[src/rtl/mem_access_unit_if.sv]
// rtl/mem_access_unit_if.sv - req/ack data-memory bus between mem_access_unit and memory
interface mem_access_unit_if #(
  parameter int DATA_WIDTH = 32,
  parameter int ADDR_WIDTH = 32
);
  logic                  bus_req;
  logic                  bus_we;
  logic [ADDR_WIDTH-1:0] bus_addr;
  logic [3:0]            bus_be;
  logic [DATA_WIDTH-1:0] bus_wdata;
  logic [DATA_WIDTH-1:0] bus_rdata;
  logic                  bus_ack;

  modport master (
    output bus_req, bus_we, bus_addr, bus_be, bus_wdata,
    input  bus_rdata, bus_ack
  );

  modport slave (
    input  bus_req, bus_we, bus_addr, bus_be, bus_wdata,
    output bus_rdata, bus_ack
  );
endinterface

[src/rtl/mem_access_unit.sv]
// rtl/mem_access_unit.sv - data-memory responder: strobe decode, req/ack bus cycle, load alignment
module mem_access_unit #(
  parameter int DATA_WIDTH = 32,
  parameter int ADDR_WIDTH = 32,
  parameter int TIMEOUT    = 255
) (
  input  logic                  clk,
  input  logic                  rst,
  input  logic                  memRead,
  input  logic                  memWrite,
  input  logic                  memIsSigned,
  input  logic [1:0]            memDataSize,
  input  logic [ADDR_WIDTH-1:0] addr,
  input  logic [DATA_WIDTH-1:0] wdata,
  output logic [DATA_WIDTH-1:0] rdata,
  output logic                  stall,
  output logic                  err,
  mem_access_unit_if.master     bus
);

  localparam logic [1:0] S_IDLE = 2'b00;
  localparam logic [1:0] S_REQ  = 2'b01;
  localparam logic [1:0] S_DONE = 2'b10;

  localparam logic [1:0] SZ_BYTE = 2'b00;
  localparam logic [1:0] SZ_HALF = 2'b01;
  localparam logic [1:0] SZ_WORD = 2'b10;

  localparam int              WD_W    = (TIMEOUT > 0) ? $clog2(TIMEOUT + 1) : 1;
  localparam logic [WD_W-1:0] WD_LAST = (TIMEOUT > 0) ? WD_W'(TIMEOUT - 1) : '0;

  logic [1:0]            state, state_nxt;
  logic [ADDR_WIDTH-1:0] lat_addr;
  logic [1:0]            lat_size;
  logic                  lat_signed;
  logic                  lat_we;
  logic [DATA_WIDTH-1:0] lat_wdata;
  logic [DATA_WIDTH-1:0] cap_data;
  logic                  timed_out;
  logic [WD_W-1:0]       wd_cnt;

  logic req_in, bad_req, accept, in_req, wd_fire;

  assign req_in  = memRead | memWrite;
  assign bad_req = (memRead & memWrite)
                 | (memDataSize == 2'b11)
                 | ((memDataSize == SZ_HALF) & addr[0])
                 | ((memDataSize == SZ_WORD) & (addr[1:0] != 2'b00));
  assign accept  = (state == S_IDLE) & req_in & ~bad_req;
  assign in_req  = (state == S_REQ);
  // An ack on the final watchdog cycle still wins over the timeout.
  assign wd_fire = (TIMEOUT != 0) & in_req & ~bus.bus_ack & (wd_cnt == WD_LAST);

  always_comb begin
    state_nxt = state;
    case (state)
      S_IDLE:  if (accept) state_nxt = S_REQ;
      S_REQ:   if (bus.bus_ack || wd_fire) state_nxt = S_DONE;
      S_DONE:  state_nxt = S_IDLE;
      default: state_nxt = S_IDLE;
    endcase
  end

  always_ff @(posedge clk or negedge rst) begin
    if (!rst) begin
      state      <= S_IDLE;
      lat_addr   <= '0;
      lat_size   <= '0;
      lat_signed <= 1'b0;
      lat_we     <= 1'b0;
      lat_wdata  <= '0;
      cap_data   <= '0;
      timed_out  <= 1'b0;
      wd_cnt     <= '0;
    end else begin
      state <= state_nxt;
      if (accept) begin
        lat_addr   <= addr;
        lat_size   <= memDataSize;
        lat_signed <= memIsSigned;
        lat_we     <= memWrite;
        lat_wdata  <= wdata;
      end
      if (in_req) begin
        wd_cnt    <= wd_cnt + 1'b1;
        timed_out <= wd_fire;
      end else begin
        wd_cnt <= '0;
      end
      if (in_req && bus.bus_ack)
        cap_data <= bus.bus_rdata;
    end
  end

  logic [3:0]            lane_be;
  logic [DATA_WIDTH-1:0] lane_wdata;

  always_comb begin
    lane_be    = 4'b1111;
    lane_wdata = lat_wdata;
    case (lat_size)
      SZ_BYTE: begin
        lane_be    = 4'b0001 << lat_addr[1:0];
        lane_wdata = {4{lat_wdata[7:0]}};
      end
      SZ_HALF: begin
        lane_be    = lat_addr[1] ? 4'b1100 : 4'b0011;
        lane_wdata = {2{lat_wdata[15:0]}};
      end
      default: ;
    endcase
  end

  assign bus.bus_req   = in_req;
  assign bus.bus_we    = in_req & lat_we;
  assign bus.bus_addr  = in_req ? {lat_addr[ADDR_WIDTH-1:2], 2'b00} : '0;
  assign bus.bus_be    = in_req ? lane_be : 4'b0000;
  assign bus.bus_wdata = in_req ? lane_wdata : '0;

  logic [7:0]            ld_byte;
  logic [15:0]           ld_half;
  logic [DATA_WIDTH-1:0] ld_ext;

  always_comb begin
    ld_byte = cap_data[7:0];
    case (lat_addr[1:0])
      2'b01:   ld_byte = cap_data[15:8];
      2'b10:   ld_byte = cap_data[23:16];
      2'b11:   ld_byte = cap_data[31:24];
      default: ld_byte = cap_data[7:0];
    endcase
    ld_half = lat_addr[1] ? cap_data[31:16] : cap_data[15:0];
    case (lat_size)
      SZ_BYTE: ld_ext = {{24{lat_signed & ld_byte[7]}}, ld_byte};
      SZ_HALF: ld_ext = {{16{lat_signed & ld_half[15]}}, ld_half};
      default: ld_ext = cap_data;
    endcase
  end

  assign rdata = ((state == S_DONE) && !lat_we && !timed_out) ? ld_ext : '0;

  // Gated by rst so the combinational outputs are also quiet while reset is held.
  assign stall = rst & (accept | in_req);
  assign err   = rst & (((state == S_IDLE) & req_in & bad_req) | ((state == S_DONE) & timed_out));

endmodule

[src/flat_wrapper.sv]
// flat-port wrapper written by rule: the top's interface ports become plain ports
module mem_access_unit_flat 
#(
  parameter int DATA_WIDTH = 32,
  parameter int ADDR_WIDTH = 32,
  parameter int TIMEOUT    = 255
)
  (clk, rst, memRead, memWrite, memIsSigned, memDataSize, addr, wdata, rdata, stall, err, bus_bus_req, bus_bus_we, bus_bus_addr, bus_bus_be, bus_bus_wdata, bus_bus_rdata, bus_bus_ack);
  mem_access_unit_if #(.DATA_WIDTH(DATA_WIDTH), .ADDR_WIDTH(ADDR_WIDTH)) bus_i ();
  input  logic clk;
  input  logic rst;
  input  logic memRead;
  input  logic memWrite;
  input  logic memIsSigned;
  input  logic [1:0] memDataSize;
  input  logic [ADDR_WIDTH-1:0] addr;
  input  logic [DATA_WIDTH-1:0] wdata;
  output logic [DATA_WIDTH-1:0] rdata;
  output logic stall;
  output logic err;
  output wire logic [$bits(bus_i.bus_req)-1:0] bus_bus_req;
  output wire logic [$bits(bus_i.bus_we)-1:0] bus_bus_we;
  output wire logic [$bits(bus_i.bus_addr)-1:0] bus_bus_addr;
  output wire logic [$bits(bus_i.bus_be)-1:0] bus_bus_be;
  output wire logic [$bits(bus_i.bus_wdata)-1:0] bus_bus_wdata;
  input wire logic [$bits(bus_i.bus_rdata)-1:0] bus_bus_rdata;
  input wire logic [$bits(bus_i.bus_ack)-1:0] bus_bus_ack;
  assign bus_bus_req = bus_i.bus_req;
  assign bus_bus_we = bus_i.bus_we;
  assign bus_bus_addr = bus_i.bus_addr;
  assign bus_bus_be = bus_i.bus_be;
  assign bus_bus_wdata = bus_i.bus_wdata;
  assign bus_i.bus_rdata = bus_bus_rdata;
  assign bus_i.bus_ack = bus_bus_ack;
  mem_access_unit #(.DATA_WIDTH(DATA_WIDTH), .ADDR_WIDTH(ADDR_WIDTH), .TIMEOUT(TIMEOUT)) u_core (.clk(clk), .rst(rst), .memRead(memRead), .memWrite(memWrite), .memIsSigned(memIsSigned), .memDataSize(memDataSize), .addr(addr), .wdata(wdata), .rdata(rdata), .stall(stall), .err(err), .bus(bus_i));
endmodule
[config.mk]
export PLATFORM = sky130hd
export DESIGN_NAME = mem_access_unit_flat
export DESIGN_NICKNAME = d
export VERILOG_FILES = /design/src/rtl/mem_access_unit_if.sv /design/src/rtl/mem_access_unit.sv /design/src/flat_wrapper.sv
export SDC_FILE = /design/constraint.sdc
export NUM_CORES = 1
export LEC_CHECK = 0
export CAP_MARGIN = 20
export CORE_ASPECT_RATIO = 0.6
export CORE_MARGIN = 4
export CORE_UTILIZATION = 49
export DETAILED_ROUTE_END_ITERATION = 8
export PLACE_DENSITY = 0.92
export SLEW_MARGIN = 20
export SYNTH_ARGS = -nofsm -noshare
export SYNTH_HDL_FRONTEND = slang
export SYNTH_SLANG_ARGS = --single-unit
export TNS_END_PERCENT = 20
[constraint.sdc]
create_clock -name clk -period 5.1 [get_ports clk]
set_clock_uncertainty 0.1 [all_clocks]
set_input_delay 0.51 -clock clk [delete_from_list [all_inputs] [get_ports clk]]
set_output_delay 0.51 -clock clk [all_outputs]
set_load 0.02 [all_outputs]
Yosys cells after proc, flatten, opt, wreduce, memory -nomap -nowiden
Cells that the tools add are included.
- memory bits (read-only): 0
- output and inout bits: 104
- memories: 0
- memory bits (writable): 0
- bits in registers: 111
- bits in latches: 0
- equality and inequality tests: 12
- $mul: 0
- shift-type cells: 1
- reduce and logical (&&, ||, !) cells: 10
- divide/modulo/power cells: 0
- bitwise operators: 22
- order comparisons: 0
- add/subtract/negate cells: 1
- muxes and demuxes: 14
- operators with widths (cell ; count):
    32-bit case mux with 2 select lines ; 2
    32-bit 2-to-1 mux ; 3
    8-bit case mux with 3 select lines ; 1
    16-bit 2-to-1 mux ; 1
    1-bit bitwise AND ; 14
    2-bit == test (second input constant) ; 5
    8-bit by 1-bit adder with 8-bit output (second input constant) ; 1
    2-bit by 1-bit == test with 1-bit output (second input constant) ; 4
    8-bit == test (second input constant) ; 1
    4-bit 2-to-1 mux ; 2
    8-bit 2-to-1 mux ; 1
    4-bit case mux with 2 select lines ; 1
    1-bit OR ; 6
    2-bit logical NOT ; 2
    2-bit 2-to-1 mux ; 2
    2-bit case mux with 2 select lines ; 1
    1-bit by 2-bit << shifter with 4-bit output (first input constant) ; 1
    1-bit logical AND ; 3
    1-bit logical NOT ; 2
    2-bit by 1-bit != test with 1-bit output (second input constant) ; 1
    2-bit != test (second input constant) ; 1
    1-bit NOT ; 2
    2-bit AND reduction ; 1
    2-bit nonzero test ; 1
    1-bit logical OR ; 1

Depth between registers and ports, before layout
Gate-level depths: netlist of run 1.
- word-level depth: 8
- gate-level depth with buffers: 6
- depth with buffers taken out: 5

Worst setup path after synthesis of run 1
OpenSTA, ideal clock, no wires.
- kind: register -> output
- start: register u_core.state[0]
- end: output port rdata[15]
- path buffers: 1
- slack: 2.570 ns
- data arrival time: 1.920 ns
- stages on the path, launching flop included: 4
- path through: dfrtp_1 -> or4b_1 -> buf_2 -> o311ai_0
- word-level cells in the longest chain between the ends: 4
- ends and longest elaborated chain (item ; line ; source):
    start, declared ; mem_access_unit.sv:32 ; logic [1:0] state, state_nxt;
    start signal, assigned ; mem_access_unit.sv:76 ; state <= state_nxt;
    2-bit == test ; mem_access_unit.sv:140 ; assign rdata = ((state == S_DONE) && !lat_we && !timed_out) ? ld_ext : '0;
    1-bit logical AND (2 in series) ; mem_access_unit.sv:140 ;
    32-bit 2-to-1 mux ; mem_access_unit.sv:140 ;
    end, declared ; flat_wrapper.sv:18 ; output logic [DATA_WIDTH-1:0] rdata;
No other way between the ends.

Worst setup path in the final report of run 1
- start: register u_core.state[0]
- end: output port rdata[21]
Same word-level chain as after synthesis.

==> results.md, run 1 <==
* R2r setup slk at 2.79 ns
* Buffers on Ports at roughly 200
* Clk_lat worst skew at 0.35 ns
* Final setup vio count at 0
* Initial DRT Pass Iterations at 5
* Register area share after synthesis at between 40% and 50%
* Static leakage at between 0.003 and 0.004 µW
* Avg WL per Cell at 20.1 µm
* Initial antenna violation count at 0
* Post-DRT Antenna Nets at 0
* Post-CTS resize count at 0
* Max Cap Viol at 0
* CP max stage cell: nor2_1
* Seq cells post-synth at roughly 110
* I/O pins at ~210
* Core Area at 0.0114 mm²
* TritonCTS clock tree: yes
* Mapped cell area at ~0.0057 mm²
* Fin cells at 866
* Stages on worst setup path at 5
* Syn Area/Cell at roughly 11 µm²
* Largest net degree at the start of global routing at 73
* Mapped Cells at 516
* Worst-Margin Slew at between 1 and 1.5 ns
* TritonCTS Sinks at 111
* Crit end category: output pin
* Layout cells sized above 1 at around 21%
* Worst-path cell chain: or4b_1 -> nor2_1 -> nand2_1 -> nand3_2 -> clkdlybuf4s50_1
* ANT cells at 0
* Vias/cell at around 5.6
* Initial Utilization at between 50% and 60%
* Max Fclk at ~240 MHz
* Crit-path max cell delay at 0.90 ns
* Reg2Reg Depth at 5
* Final Hold Viols at 0
* Hold Slack at 0.168 ns
* Placed Cells at 850
* Clock-pin slew on the worst setup and hold paths at about 0.080 ns
* First-pass GRT wire length at ~28000 µm
* Iteration-0 DRC Markers at ~370
* Status: finished, final reports clean
* Die span in y at between 90 and 100 µm
* Buffers and inverters on the worst path at 1
* PD cells at around 480 mW/mm²
* Vias in the first global route at just over 5000
* CP delay by family, top: simple AND/OR/NAND/NOR gates
* Max clock buf depth at 2
* Final Critical Period at 4.09 ns
* Hold crit path type: in -> async
* Total number of vias at roughly 4800
* YS warnings at 0
* Setup TNS Final at 0 ns
* Final period util at between 80 and 90%
* DP HPWL at between 10000 and 15000 µm
* Total global-route track usage at 25.9%
* Setup bufs post-CTS at 0
* Peak VDD IR at around 0.23 mV
* Type of origin of the critical path: register
* H-tree levels at 3
* Crit Path Max Fanout at 18
* Die width at roughly 150 µm
* CTS Hold Bufs at 0
* Crit path arrival time at 3.48 ns
* Netlist cell types at 43
* Fin. max-slew vios at 0
* Worst EP required at around 4.5 ns
* DRC Markers at 0
* Final Wtd Congestion at ~0.9
* Area delta synth->final at 43.1%
* Total die area at 0.0135 mm²
* Clock root cell: clkbuf_16
* CP Class: reg -> out
* Final #Nets at between 800 and 900
* Total gr overflow at 0
* Num CTS Buffers at 9
* Unrepaired setup endpoints after global routing: no
* Slew HR at roughly 33%
* Std cell rows at 30
* Total Wirelength at about 17000 µm
[cells in the final DEF (no fill, tap or decap), types with 2 or more instances in the layout]
| cell type | count |
|---|---|
| a22oi_1 | 7 |
| nand2_1 | 37 |
| inv_1 | 4 |
| nand3_1 | 10 |
| nand3_2 | 10 |
| mux2i_1 | 18 |
| and4_1 | 2 |
| and2_1 | 43 |
| nor2_1 | 48 |
| a21oi_1 | 26 |
| dfrtp_1 | 111 |
| clkbuf_16 | 9 |
| clkdlybuf4s50_1 | 204 |
| ha_1 | 2 |
| buf_4 | 8 |
| bufinv_16 | 2 |
| nor2b_1 | 2 |
| inv_6 | 2 |
| conb_1 | 2 |
| mux2_2 | 108 |
| nor3_1 | 2 |
| a22o_1 | 9 |
| o21ai_0 | 5 |
| a222oi_1 | 7 |
| xor2_1 | 5 |
[path summary, 6_finish.rpt]
check | start | to
worst max-delay path | u_core.state[0] | rdata[21]
worst min register to register | u_core.lat_addr[12] | u_core.lat_addr[12]
max in group asynchronous | rst | u_core.lat_wdata[3]
worst max register to register | u_core.state[0] | u_core.lat_wdata[7]
min in group clk | u_core.lat_addr[12] | u_core.lat_addr[12]
worst min-delay path | rst | u_core.cap_data[26]
[Yosys cell counts]
library cell  instances  share of area [%]
a21boi_0              1               0.13
a21o_1                1               0.13
a21oi_1              26                2.3
a222oi_1              7                1.2
a22o_1                9                1.4
a22oi_1               7               0.92
a31oi_1               1               0.11
and2_1               43                4.7
and3_1                1               0.11
and4_1                2               0.31
buf_1                 7               0.46
buf_2                 9               0.79
buf_4                 2               0.26
buf_6                 2               0.39
clkbuf_1             19                1.2
conb_1                1              0.066
dfrtp_1             111                 49
ha_1                  2               0.44
inv_1                 5               0.33
mux2_2              108                 21
mux2i_1              18                3.1
nand2_1              37                2.4
nand3_1              10               0.87
nand3_2              10                1.7
nand3b_1              1               0.13
nand4_1               1               0.11
nor2_1               48                3.1
nor2b_1               2               0.22
nor3_1                3               0.26
nor4b_1               1               0.15
o2111ai_1             1               0.15
o211ai_1              1               0.13
o21a_1                1               0.13
o21ai_0               5               0.44
o21ai_1               1              0.087
o21bai_1              1               0.13
o311ai_0              1               0.15
or2_2                 1               0.11
or2b_1                1               0.13
or4_4                 1               0.20
or4b_1                1               0.17
xnor2_1               1               0.15
xor2_1                5               0.76
[state kept, by name, indices dropped and copies added, names as in the netlist]
name / cells
u_core.cap_data: 32
u_core.lat_addr: 32
u_core.lat_wdata: 32
u_core.wd_cnt: 8
u_core.lat_size: 2
u_core.state: 2
u_core.lat_signed: 1
u_core.lat_we: 1
u_core.timed_out: 1
[cell type report]
type / instances / area, µm²
Clock inverter: 7 / 114
Clock buffer: 9 / 225
Timing Repair Buffer: 212 / 2100
Sequential cell: 111 / 2780
Inverter: 5 / 18.8
Multi-Input combinational cell: 362 / 2760
Tap cell: 160 / 200
Fill cell: 806 / 3180
[power breakdown]
| group | internal [µW] | switching (µW) |
|---|---|---|
| Sequential | 1210 | 326 |
| Combinational | 826 | 744 |
| Clock | 443 | 343 |
| Total | 2480 | 1410 |
[layer usage]
layer,global-route usage [%],part of all wire [%],wire [µm],up-vias
met3,9.53,9.5,1660,29
met1,34.6,43,7440,2417
li1,-,-,-,2167
met4,7.98,2.2,378,0
met2,39.6,46,7910,217
met5,0,0,0,-
[worst reg2reg max path: stages, from the launching register on]
cell,delay [ns]
dfrtp_1,0.42
nor2_1,0.11
o21ai_0,0.12
nor3_2,0.22
buf_4,0.70
mux2_2,0.52
[logic make-up (layout without fill, tap and decap cells)]
logic type	after synthesis	in the layout	share of synthesized area [%]
AND/OR/NAND/NOR	163	163	14.8
buffers and inverters	44	233	3.48
multiplexers	126	126	24.4
flip-flops	111	111	48.5
other	1	2	0.0655
adder cells (fa/ha/maj)	2	2	0.437
AO/OA/AOI/OAI	63	63	7.39
XOR/XNOR	6	6	0.918
[metrics by stage]
step / util [%] / power [µW] / worst slack (ns) / cell area, µm²
floorplan: - / 2440 / 2.57 / 5730
global placement: 69.1 / 3000 / 1.68 / 7860
detailed placement: 69.1 / 3090 / 1.50 / 7860
CTS: 72.0 / 3900 / 1.11 / 8190
global route: 72.0 / 4120 / 0.868 / 8190
finish: 72.0 / 3890 / 1.01 / 8190
Power figures use the tool's default switching activity.
==> run 2: changes to the inputs <==
- CORE_UTILIZATION: 49 -> 41
- PLACE_DENSITY: 0.92 -> 0.82
- clock period: 5.1 -> 3.44 ns (I/O delays scaled with it)
==> run 2 against run 1 <==
The flow now finishes with violations (hold timing). Clock power rose by 31%. Routed wire length shrank 0.64%. Register-to-register slack worse by 1.8 ns. Non-clock buffer count is 6 higher. Power increased by 44%. Highest routed layer unchanged.
==> results.md, run 2 (synthesis results as in run 1) <==
* Status: complete, but fails checks
* Failing checks: hold timing
* Seq pwr share at between 40 and 50%
* Total die area at 0.0160 mm²
* TritonCTS clock tree: yes
* Post-DRT Antenna Nets at 0
* CTS Hold Bufs at 0
* H-tree levels at 3
* Fin cells at 904
* I/O pins at 208
* PD cells at roughly 680 mW/mm²
* CP delay by family, top: simple AND/OR/NAND/NOR gates
* Worst r2r src: u_core.state[0]
* Crit path arrival time at between 2 and 3 ns
* Clock root cell: clkbuf_16
* Vias in the first global route at about 5000
* Final #Nets at approximately 810
* CP max stage cell: or4_4
* Std cell rows at 33
* Sw Ratio at roughly 37%
* Buffers on Ports at around 210
* Hold crit path type: in -> async
* Initial antenna violation count at 0
* Peak VDD IR at ~0.3 mV
* Core Area at 0.0137 mm²
* Type of origin of the critical path: register
* Largest registers: u_core.cap_data (32), u_core.lat_addr (32), u_core.lat_wdata (32)
* Commonest non-fill, non-tap cells in the layout: clkdlybuf4s50_1 (204), dfrtp_1 (111), mux2_2 (108), nor2_1 (48), and2_1 (43)
* Num CTS Buffers at 9
* Most common cell after layout, fill and taps aside: clkdlybuf4s50_1
* Max Cap Viol at 0
* Hold Slack at -0.00665 ns
* Largest net degree at the start of global routing at 70
* ANT cells at 0
* Slew HR at 38.5%
* Total number of vias at between 4000 and 5000
* Layout cells sized above 1 at approximately a fifth
* Setup TNS Final at 0 ns
* Worst-path cell chain: or4b_1 -> or4_4 -> nand3_1 -> clkdlybuf4s50_1
* Unrepaired setup endpoints after global routing: no
* First-pass GRT wire length at between 20000 and 30000 µm
* Placed Cells at around 900
* Final Critical Period at 3.20 ns
* Worst-Margin Slew at approximately 0.92 ns
* Combinational power share at 41.6%
* Crit Path Max Fanout at 16
* Fin. max-slew vios at 0
* Total gr overflow at 0
* Initial Utilization at a little over two fifths
* Die span in y at between 90 and 100 µm
* Crit-path max cell delay at between 0.6 and 0.7 ns
* Static leakage at 0.00347 µW
* Clk_lat worst skew at 0.34 ns
* Setup bufs post-CTS at 0
* Area delta synth->final at 43.7%
* Clock-pin slew on the worst setup and hold paths at around 0.08 ns
* DRC Markers at 0
* Final Wtd Congestion at 0.873
* R2R Path End: u_core.lat_wdata[28]
* Avg WL per Cell at roughly 19 µm
* Die width at about 160 µm
* Buffers and inverters on the worst path at 1
* NetSw at about 2100 µW
* R2r setup slk at between 0.9 and 1 ns
* Post-CTS resize count at 0
* Final setup vio count at 0
* Iteration-0 DRC Markers at approximately 400
* Final Hold Viols at 6
* TritonCTS Sinks at ~110
* Worst EP required at 3.00 ns
* Crit end category: output pin
* Internal at around 3500 µW
* Initial DRT Pass Iterations at 5
* Max Fclk at around 310 MHz
* DP HPWL at 12800 µm
* Final period util at ~93%
* Reg2Reg Depth at 5
* CP Class: reg -> out
* Clock power frac at between 10% and 20%
* Max clock buf depth at 2
* Vias/cell at ~5.3
* Total Wirelength at about 17000 µm
* Total global-route track usage at ~21%
-- run 2: routing by layer --
metal  share of wire (%)  GRT usage [%]  vias up  wire length (µm)
li1                    -              -     2177                 -
met1                  44           28.3     2376              7530
met2                  46           33.8      213              7880
met3                  10           9.19       10              1790
met4                0.49           2.97        0                85
met5                   0              0        -                 0
-- run 2: how the worst max path moves through the flow --
| stage | start | to | cells after the start |
|---|---|---|---|
| 2_1_floorplan | u_core.state[0] | rdata[15] | 3 |
| 3_3_place_gp | u_core.state[0] | rdata[19] | 4 |
| 3_5_place_dp | u_core.state[0] | rdata[30] | 4 |
| 4_1_cts | u_core.state[0] | rdata[30] | 4 |
| 5_1_grt | u_core.lat_addr[1] | rdata[14] | 5 |
| 6_report | u_core.state[0] | rdata[30] | 4 |
-- run 2: power by group through the flow --
| stage | sequential, µW | combinational (µW) | clock, µW |
|---|---|---|---|
| global placement | 2220 | 2280 | 0 |
| finish | 2260 | 2340 | 1030 |
| floorplan | 2070 | 1560 | 0 |
| detailed placement | 2270 | 2350 | 0 |
| global route | 2330 | 2530 | 1110 |
| CTS | 2250 | 2360 | 1050 |
-- run 2: final cells by class --
type	count	area, µm²
Sequential cell	111	2780
Clock inverter	6	57.6
Inverter	5	18.8
Clock buffer	10	229
Multi-Input combinational cell	362	2760
Fill cell	1134	5440
Tap cell	192	240
Timing Repair Buffer	218	2150
-- run 2: stage by stage --
step	power (µW)	hold WS [ns]	worst slack (ns)	instance area [µm²]	util (%)
after floorplan	3620	-0.0516	1.08	5730	-
after global placement	4500	0.381	0.675	7940	58.1
after detailed placement	4610	0.388	0.607	7940	58.1
after CTS	5660	0.0189	0.229	8230	60.2
after global routing	5960	0.0432	0.0426	8230	60.2
final	5630	-0.00665	0.235	8230	60.2
